### src/rtl/control_sequencer.sv
// Moore-FSM control unit driving the memory_system control word (fetch, decode, execute).
// Build option: define CU_ILLEGAL_TRAP_EN to halt on undefined opcodes instead of skipping them.
module control_sequencer (
    input  logic       clk,
    input  logic       rst,
    input  logic [4:0] instruction,
    input  logic       C,
    input  logic       N,
    input  logic       P,
    input  logic       Z,
    output logic       ir_sclr,
    output logic       mar_sclr,
    output logic       enaf,
    output logic [2:0] selop,
    output logic [1:0] shamt,
    output logic       bank_wr_en,
    output logic [2:0] busB_addr,
    output logic [2:0] busC_addr,
    output logic       ir_en,
    output logic       mar_en,
    output logic       mdr_en,
    output logic       wr_rdn,
    output logic       mdr_alu_n,
    output logic [3:0] state,
    output logic       halted,
    output logic       illegal_op
);

    localparam logic [2:0] PC_ADDR     = 3'b000;
    localparam logic [2:0] DPTR_ADDR   = 3'b001;
    localparam logic [2:0] A_ADDR      = 3'b010;
    localparam logic [2:0] ACC_ADDR    = 3'b111;
    localparam logic [2:0] SELOP_PASSB = 3'b000;
    localparam logic [2:0] SELOP_ADD   = 3'b001;
    localparam logic [2:0] SELOP_INC   = 3'b110;

    localparam logic [4:0] OP_NOP    = 5'h00;
    localparam logic [4:0] OP_MOVK   = 5'h01;
    localparam logic [4:0] OP_MOVA   = 5'h02;
    localparam logic [4:0] OP_MOVRA  = 5'h03;
    localparam logic [4:0] OP_ADD    = 5'h04;
    localparam logic [4:0] OP_LOAD   = 5'h05;
    localparam logic [4:0] OP_STORE  = 5'h06;
    localparam logic [4:0] OP_JZ     = 5'h07;
    localparam logic [4:0] OP_HALT   = 5'h1F;

    // M0/W0 and M2/K2 have identical outputs, so each pair shares one state and
    // branches on the still-stable opcode; this keeps the encoding within 4 bits.
    typedef enum logic [3:0] {
        S_RST  = 4'd0,  S_F0 = 4'd1,  S_F1 = 4'd2,  S_DEC = 4'd3,
        S_K0   = 4'd4,  S_K1 = 4'd5,  S_K2 = 4'd6,  S_J2  = 4'd7,
        S_RA   = 4'd8,  S_RB = 4'd9,  S_RC = 4'd10, S_M0  = 4'd11,
        S_M1   = 4'd12, S_W1 = 4'd13, S_W2 = 4'd14, S_HALT = 4'd15
    } state_t;

    state_t r_state;
    state_t w_next;
    state_t w_illegal_next;
    logic   w_unused_flags;

    assign w_unused_flags = C ^ N ^ P;
    assign state          = r_state;
    assign shamt          = 2'b00;

`ifdef CU_ILLEGAL_TRAP_EN
    assign w_illegal_next = S_HALT;
`else
    assign w_illegal_next = S_F0;
`endif

    // State register with asynchronous active-low reset.
    always_ff @(posedge clk or negedge rst) begin
        if (!rst) begin
            r_state <= S_RST;
        end else begin
            r_state <= w_next;
        end
    end

    // Next-state logic and Moore control-word decode.
    always_comb begin
        w_next     = r_state;
        ir_sclr    = 1'b0;
        mar_sclr   = 1'b0;
        enaf       = 1'b0;
        selop      = SELOP_PASSB;
        bank_wr_en = 1'b0;
        busB_addr  = PC_ADDR;
        busC_addr  = PC_ADDR;
        ir_en      = 1'b0;
        mar_en     = 1'b0;
        mdr_en     = 1'b0;
        wr_rdn     = 1'b0;
        mdr_alu_n  = 1'b0;
        halted     = 1'b0;
        illegal_op = 1'b0;
        case (r_state)
            S_RST: begin
                ir_sclr  = 1'b1;
                mar_sclr = 1'b1;
                w_next   = S_F0;
            end
            S_F0, S_K0: begin
                busB_addr = PC_ADDR;
                mar_en    = 1'b1;
                w_next    = (r_state == S_F0) ? S_F1 : S_K1;
            end
            S_F1: begin
                busB_addr  = PC_ADDR;
                selop      = SELOP_INC;
                busC_addr  = PC_ADDR;
                bank_wr_en = 1'b1;
                ir_en      = 1'b1;
                w_next     = S_DEC;
            end
            S_DEC: begin
                case (instruction)
                    OP_NOP:   w_next = S_F0;
                    OP_MOVK:  w_next = S_K0;
                    OP_MOVA:  w_next = S_RA;
                    OP_MOVRA: w_next = S_RB;
                    OP_ADD:   w_next = S_RC;
                    OP_LOAD:  w_next = S_M0;
                    OP_STORE: w_next = S_M0;
                    OP_JZ:    w_next = S_K0;
                    OP_HALT:  w_next = S_HALT;
                    default: begin
                        illegal_op = 1'b1;
                        w_next     = w_illegal_next;
                    end
                endcase
            end
            S_K1: begin
                busB_addr  = PC_ADDR;
                selop      = SELOP_INC;
                busC_addr  = PC_ADDR;
                bank_wr_en = 1'b1;
                mdr_en     = 1'b1;
                if (instruction == OP_JZ) begin
                    w_next = S_J2;
                end else begin
                    w_next = S_K2;
                end
            end
            S_K2: begin
                mdr_alu_n  = 1'b1;
                busC_addr  = ACC_ADDR;
                bank_wr_en = 1'b1;
                w_next     = S_F0;
            end
            S_J2: begin
                if (Z) begin
                    mdr_alu_n  = 1'b1;
                    busC_addr  = PC_ADDR;
                    bank_wr_en = 1'b1;
                end else begin
                    bank_wr_en = 1'b0;
                end
                w_next = S_F0;
            end
            S_RA: begin
                busB_addr  = A_ADDR;
                busC_addr  = ACC_ADDR;
                bank_wr_en = 1'b1;
                w_next     = S_F0;
            end
            S_RB: begin
                busB_addr  = ACC_ADDR;
                busC_addr  = A_ADDR;
                bank_wr_en = 1'b1;
                w_next     = S_F0;
            end
            S_RC: begin
                busB_addr  = A_ADDR;
                selop      = SELOP_ADD;
                enaf       = 1'b1;
                busC_addr  = ACC_ADDR;
                bank_wr_en = 1'b1;
                w_next     = S_F0;
            end
            S_M0: begin
                busB_addr = DPTR_ADDR;
                mar_en    = 1'b1;
                if (instruction == OP_STORE) begin
                    w_next = S_W1;
                end else begin
                    w_next = S_M1;
                end
            end
            S_M1: begin
                mdr_en = 1'b1;
                w_next = S_K2;
            end
            S_W1: begin
                busB_addr = ACC_ADDR;
                mdr_en    = 1'b1;
                w_next    = S_W2;
            end
            S_W2: begin
                wr_rdn = 1'b1;
                w_next = S_F0;
            end
            S_HALT: begin
                halted = 1'b1;
                w_next = S_HALT;
            end
            default: begin
                w_next = S_RST;
            end
        endcase
    end

endmodule

### config.mk
export PLATFORM = sky130hd
export DESIGN_NAME = control_sequencer
export DESIGN_NICKNAME = d
export VERILOG_FILES = /design/src/rtl/control_sequencer.sv
export SDC_FILE = /design/constraint.sdc
export NUM_CORES = 1
export LEC_CHECK = 0
export BUFFER_PORTS_ARGS = -buffer_cell sky130_fd_sc_hd__buf_2
export CAP_MARGIN = 20
export CORE_MARGIN = 2
export CORE_UTILIZATION = 38
export CTS_BUF_LIST = sky130_fd_sc_hd__clkbuf_4
export DETAILED_ROUTE_END_ITERATION = 8
export PLACE_DENSITY = 0.7
export RECOVER_POWER = 100
export SETUP_SLACK_MARGIN = 0.15
export SLEW_MARGIN = 20
export SYNTH_ARGS = -nofsm -noshare
export SYNTH_HDL_FRONTEND = slang
export SYNTH_SLANG_ARGS = --single-unit
### constraint.sdc
create_clock -name clk -period 1.4 [get_ports clk]
set_input_delay 0.07 -clock clk [delete_from_list [all_inputs] [get_ports clk]]
set_output_delay 0.07 -clock clk [all_outputs]
set_load 0.02 [all_outputs]
==> metrics.md, run 1 <==
| Metric | Value |
|---|---|
| # rows | 15 |
| Max stage delay cell, worst path | dfrtp_2 |
| P_int | 1400 uW |
| Detailed Route WL | about 2.1 mm |
| CP cell instances | buf_4 -> buf_6 -> xor2_1 -> nand2_1 -> o21ai_1 -> buf_4 |
| Clock Latency Late Sink | 0.23 ns |
| Post-synth cell types | 39 |
| Clock Pin Slew Worst Setup and Hold Paths | around 0.04 ns |
| Total of fill cells in the finished design | approximately 110 |
| Slew Viols, Final | 0 |
| ANT cells | 0 |
| Die area | between 2000 and 2500 um^2 |
| Kind of cell adding the most delay to the critical path | buffers and inverters |
| Crit Reg-Reg Endpoint | state[1] |
| Avg WL per Cell | 14.8 um |
| WP buf/inv | 3 |
| IO Port Bufs | 31 |
| Slowest stage delay, CP | 0.44 ns |
| Initial antenna violation count | 0 |
| Number of synthesized flops with an enable pin | 0 |
| Reg2Reg Setup Slack | -0.09 ns |
| Critical R2R Launch | state[1] |
| Final std cells w/o fill | 143 |
| Die W | 45.7 um |
| DR iter-0 viols | 14 |
| Reg power frac | 9.2% |
| Total power | roughly 2800 uW |
| Final worst slack | -0.132 ns |
| Synth Area in Adders | 0% |
| Commonest cells after routing, fill and taps aside | buf_4, buf_2, buf_6 |
| Sw Share | 49.5% |
| P_leak | 0.000509 uW |
| PwrDens | 2300 nW/um^2 |
| Largest register FFs | 4 |
| Setup Crit Path Kind | reg2out |
| Syn Inst Count | 90 |
| Total gr overflow | 0 |
| Mux contribution to synthesized area | 3.03% |
| RSZ-0062 raised after global routing | true |
| Hold slack | roughly 0.2 ns |
| Most used cell, CP | buf_4 |
| Tot GR Track Use | a little over a fifth |
| XOR/XNOR share of the synthesized area | 6.06% |
| # IOs | 37 |
| Core area | 1670 um^2 |
| H-Tree Depth | 1 |
| Number of cells on the critical path | 6 |
| Net Switching | 1370 uW |
| Fin crit share | 109% |
| Post-DP HPWL | 1.19 mm |
| Worst VDD drop | 1.11 mV |
| Global placement routability congestion | 0.761 |
| TritonCTS clock tree | yes |
| Worst path arrival time | 1.46 ns |
| Clock power frac | 5.0% |
| First-pass GRT wire length | between 3 and 4 mm |
| Max clock buf depth | 2 |
| CP endpoint kind | output port |
| Largest family of logic cells by synthesized area | simple AND/OR/NAND/NOR gates |
| Prevailing post-synth register cell | dfrtp_1 |
| Worst R2R Path Depth | 6 |
| Die span in y | 45.7 um |
| Max Fanout on Critical Path | 6 |
| Critical Path RT | approximately 1.3 ns |
| Final setup viols | 15 |
| Crit path time final | roughly 1.5 ns |
| Number of global-route vias before repair | around 710 |
| Critical path endpoint | mar_en |
| Hold Vio Cnt, Final | 0 |
| # clock sinks | 4 |
| Simple-Gate Fraction of Synth Area | 31.2% |
| Seq/Total Area, Yosys | between 10% and 20% |
| Final clock skew | between 0.004 and 0.005 ns |
| Max-cap viol count | 0 |
| Setup TNS Final | -1.01 ns |
| Layout cells sized above 1 | around two thirds |
| Nets | 139 |
| # placed instances | 125 |
| Yosys warning count | 0 |
| Avg Cell Area, Syn | roughly 7.3 um^2 |
| First-pass DRT Iterations | 4 |
| CTS Root Buffer Type | clkbuf_4 |
| Post-synthesis async set-or-reset flop share | 100% |
| CP startpoint | state[0] |
| Synth Register Bits | 4 |
| Synth-to-Final Area Change | 82.2% |
| Synth Area in Compound Gates | 23.9% |
| Startpoint Class | flop |
| Via/cell ratio | 5.74 |
| Remaining DRCs | 0 |
| Failing checks | negative setup slack |
| Largest net degree at the start of global routing | 15 |
| Hold Path Class | in2async |
| Post-route ant nets | 0 |
| Leading cell type in the layout, fill and taps excluded | buf_4 |
| Initial Util | 39.6% |
| Num CTS Buffers | 3 |
| Via count | approximately 820 |
| Post-synthesis instance area | approximately 660 um^2 |
| Outcome | complete, but fails checks |
| Max frequency | 0.653 GHz |
| Logic pwr share | 85.8% |
[power groups by stage]
stage	Clock (uW)	Sequential [uW]	Combinational, uW
CTS	145	242	2190
floorplan	0	281	1370
global route	156	265	2500
global placement	0	248	1640
finish	139	254	2370
detailed placement	0	250	1650
[area by class of cell]
| type | count | area (um^2) | share of cell area (%) |
|---|---|---|---|
| multi-input cells | 66 | 612 | 50.8 |
| repair buffers | 51 | 435 | 36.2 |
| flip-flops and latches | 4 | 105 | 8.73 |
| clock buffers | 3 | 22.5 | 1.87 |
| well taps | 17 | 21.3 | 1.77 |
| inverters | 2 | 7.51 | 0.624 |
[worst register-to-register path, stage by stage (launching register included)]
cell and delay [ns]:
dfrtp_2 0.44, buf_4 0.16, buf_8 0.14, nand3b_1 0.19, buf_4 0.16, o2111ai_4 0.13, a41oi_2 0.19
[stage by stage]
step                util [%]  worst slack, ns  instance area [um^2]
floorplan                  -         0.000513                   802
global placement        52.7            0.102                   880
detailed placement      52.7           0.0992                   880
CTS                     68.1           -0.118                  1140
global route            72.1           -0.211                  1200
finish                  72.1           -0.132                  1200
[worst min-delay path by stage]
| stage | endpoint | slack (ns) | cells past startpoint | startpoint |
|---|---|---|---|---|
| 2_1_floorplan | state[0] | -0.23 | 0 | rst |
| 3_3_place_gp | state[3] | -0.13 | 1 | rst |
| 3_5_place_dp | state[1] | -0.12 | 1 | rst |
| 4_1_cts | state[1] | 0.17 | 2 | rst |
| 5_1_grt | state[2] | 0.21 | 3 | instruction[0] |
| 6_report | state[1] | 0.20 | 2 | rst |
[metal layers]
metal / vias up / track usage (%) / routed length, um
met2: 43 / 35.8 / 1050
met4: 0 / 10.3 / 65
met1: 382 / 26.4 / 898
met5: - / 0 / 0
met3: 8 / 2.78 / 112
li1: 388 / - / -
[cells in the mapped netlist, drive strengths merged (2+ instances only)]
cell	n	area, um^2
a21oi	5	25.0
a31oi	2	12.5
and2	2	15.0
buf	18	120
dfrtp	4	100
inv	2	7.51
mux2i	2	20.0
nand2	7	28.8
nand2b	2	12.5
nand3b	2	15.0
nor2	8	30.0
nor2b	3	18.8
nor3	4	25.0
nor4	2	12.5
o2111ai	2	17.5
o21a	3	22.5
o21ai	5	25.0
or3	2	17.5
[cell families after synthesis]
family | count (synthesis)
AO/OA/AOI/OAI | 23
buffers and inverters | 21
AND/OR/NAND/NOR | 36
other | 1
multiplexers | 2
XOR/XNOR | 3
flip-flops | 4
[timing repair]
item,CTS,global route
gates resized for setup,35,16
hold buffers,1,0
endpoints found under the setup margin,20,23
endpoints found under the hold margin,4,0
buffers inserted,13,1
pin swaps,5,3
(Power assumes the default switching activity.)
==> run 2: changes to the inputs <==
==> constraint.sdc (replaced) <==
create_clock -name clk -period 1.4 [get_ports clk]
set_input_delay 0.21 -clock clk [delete_from_list [all_inputs] [get_ports clk]]
set_output_delay 0.21 -clock clk [all_outputs]
set_load 0.02 [all_outputs]
==> metrics.md, run 2 (synthesized netlist as in run 1, its figures left out) <==
| Metric | Value |
|---|---|
| Initial antenna violation count | 0 |
| Slew Viols, Final | 0 |
| Via count | 832 |
| Die span in y | 45.7 um |
| Max Fanout on Critical Path | 6 |
| Crit Reg-Reg Endpoint | state[1] |
| Number of global-route vias before repair | about 740 |
| IO Port Bufs | 31 |
| WP buf/inv | 2 |
| Critical R2R Launch | state[1] |
| P_leak | 0.000585 uW |
| Core area | ~1700 um^2 |
| Crit path time final | 1.69 ns |
| Clock Latency Late Sink | 0.23 ns |
| First-pass DRT Iterations | 4 |
| Reg2Reg Setup Slack | -0.10 ns |
| Num CTS Buffers | 3 |
| Setup Crit Path Kind | reg2out |
| Clock Pin Slew Worst Setup and Hold Paths | 0.04 ns |
| Hold Vio Cnt, Final | 0 |
| First-pass GRT wire length | about 3.2 mm |
| Largest register FFs | 4 |
| Final std cells w/o fill | 150 |
| Die W | about 46 um |
| Total gr overflow | 0 |
| # rows | 15 |
| Setup TNS Final | -3.59 ns |
| Via/cell ratio | 5.55 |
| Die area | 2090 um^2 |
| ANT cells | 0 |
| CTS Root Buffer Type | clkbuf_4 |
| PwrDens | 2350 nW/um^2 |
| Remaining DRCs | 0 |
| Post-DP HPWL | 1.43 mm |
| Layout cells sized above 1 | 75.9% |
| CP endpoint kind | output port |
| Hold Path Stages | 3 |
| Tot GR Track Use | roughly a fifth |
| Global placement routability congestion | 0.766 |
| Post-route ant nets | 0 |
| H-Tree Depth | 1 |
| DR iter-0 viols | 7 |
| Commonest cells after routing, fill and taps aside | buf_6, buf_4, buf_2 |
| Number of cells on the critical path | 4 |
| Max stage delay cell, worst path | dfrtp_2 |
| Kind of cell adding the most delay to the critical path | flip-flops |
| Max clock buf depth | 2 |
| Failing checks | negative setup slack |
| Largest net degree at the start of global routing | 10 |
| TritonCTS clock tree | yes |
| Initial Util | 39.6% |
| # clock sinks | 4 |
| Hold Path Class | in2reg |
| Max frequency | 0.590 GHz |
| Hold EP | state[2] |
| Outcome | complete, but fails checks |
| Leading cell type in the layout, fill and taps excluded | buf_6 |
| Startpoint Class | flop |
| Worst R2R Path Depth | 5 |
| Synth-to-Final Area Change | 109% |
| # placed instances | between 100 and 150 |
| Slowest stage delay, CP | 0.43 ns |
| CP cell instances | buf_4 -> nand3b_1 -> a21oi_4 -> buf_6 |
| Avg WL per Cell | approximately 18 um |
| Hold path startpoint | instruction[0] |
| # IOs | 37 |
| RSZ-0062 raised after global routing | true |
| Detailed Route WL | 2.63 mm |
| Final worst slack | -0.295 ns |
| Worst VDD drop | 1.40 mV |
| Critical Path RT | 1.19 ns |
| Fin crit share | 121% |
| Max-cap viol count | 0 |
| Final clock skew | 0.00150 ns |
| Final setup viols | 21 |
| Nets | 146 |
| Worst path arrival time | around 1.5 ns |
| Total of fill cells in the finished design | 88 |
-- run 2: changes by cell type in the layout (fill, tap and decap cells not counted), moves of 3 or more --
| cell | change |
|---|---|
| nand2_1 | -3 |
| buf_6 | +17 |
| buf_2 | -6 |
| nor2b_4 | +3 |
-- run 2: worst max path at each step --
stage / startpoint / end / slack [ns]
finish: state[1] / busC_addr[2] / -0.29
CTS: state[3] / busC_addr[0] / -0.24
global placement: state[2] / busC_addr[1] / -0.01
detailed placement: state[2] / busC_addr[1] / -0.02
floorplan: state[2] / mar_sclr / -0.14
global route: state[1] / busC_addr[2] / -0.35
-- run 2: repair_timing --
action | CTS | global route
cloned | 0 | 0
pin swaps | 4 | 9
resized for setup | 44 | 43
setup buffers | 3 | 7
endpoints found under the hold margin | 4 | 0
setup endpoints to repair | 22 | 25
hold buffers | 1 | 0
-- run 2: cell type report --
cell class	instances	area [um^2]	share of cell area (%)
multi-input cells	66	691	50.0
flip-flops and latches	4	105	7.60
well taps	17	21.3	1.54
clock buffers	3	22.5	1.63
repair buffers	58	531	38.4
inverters	2	12.5	0.905
-- run 2: routing by layer --
layer / vias up / wire, um / global-route usage, %
met3: 8 / 72 / 2.78
li1: 399 / - / -
met1: 401 / 1020 / 24.7
met2: 24 / 1450 / 39.7
met4: 0 / 88 / 7.43
met5: - / 0 / 0
-- run 2: report_power, final --
part / switching, uW / total [uW] / internal, uW
registers: 86.0 / 262 / 176
logic: 1450 / 2840 / 1390
clock network: 47.4 / 143 / 95.9
total: 1580 / 3240 / 1660
-- run 2: stage by stage --
step,hold slack [ns],power (uW),utilization [%],worst slack (ns),cell area [um^2]
global route,0.349,3390,82.8,-0.346,1380
detailed placement,0.0157,2140,58.0,-0.0238,968
global placement,0.0127,2110,58.0,-0.0119,968
floorplan,-0.0856,1740,-,-0.139,841
CTS,0.317,2720,70.0,-0.239,1170
finish,0.331,3240,82.8,-0.295,1380
-- run 2: worst reg2reg max path: stages, from the launching register on --
cell	delay [ns]
dfrtp_2	0.45
buf_4	0.19
nand3b_1	0.23
buf_4	0.16
o2111ai_1	0.13
a41oi_1	0.23
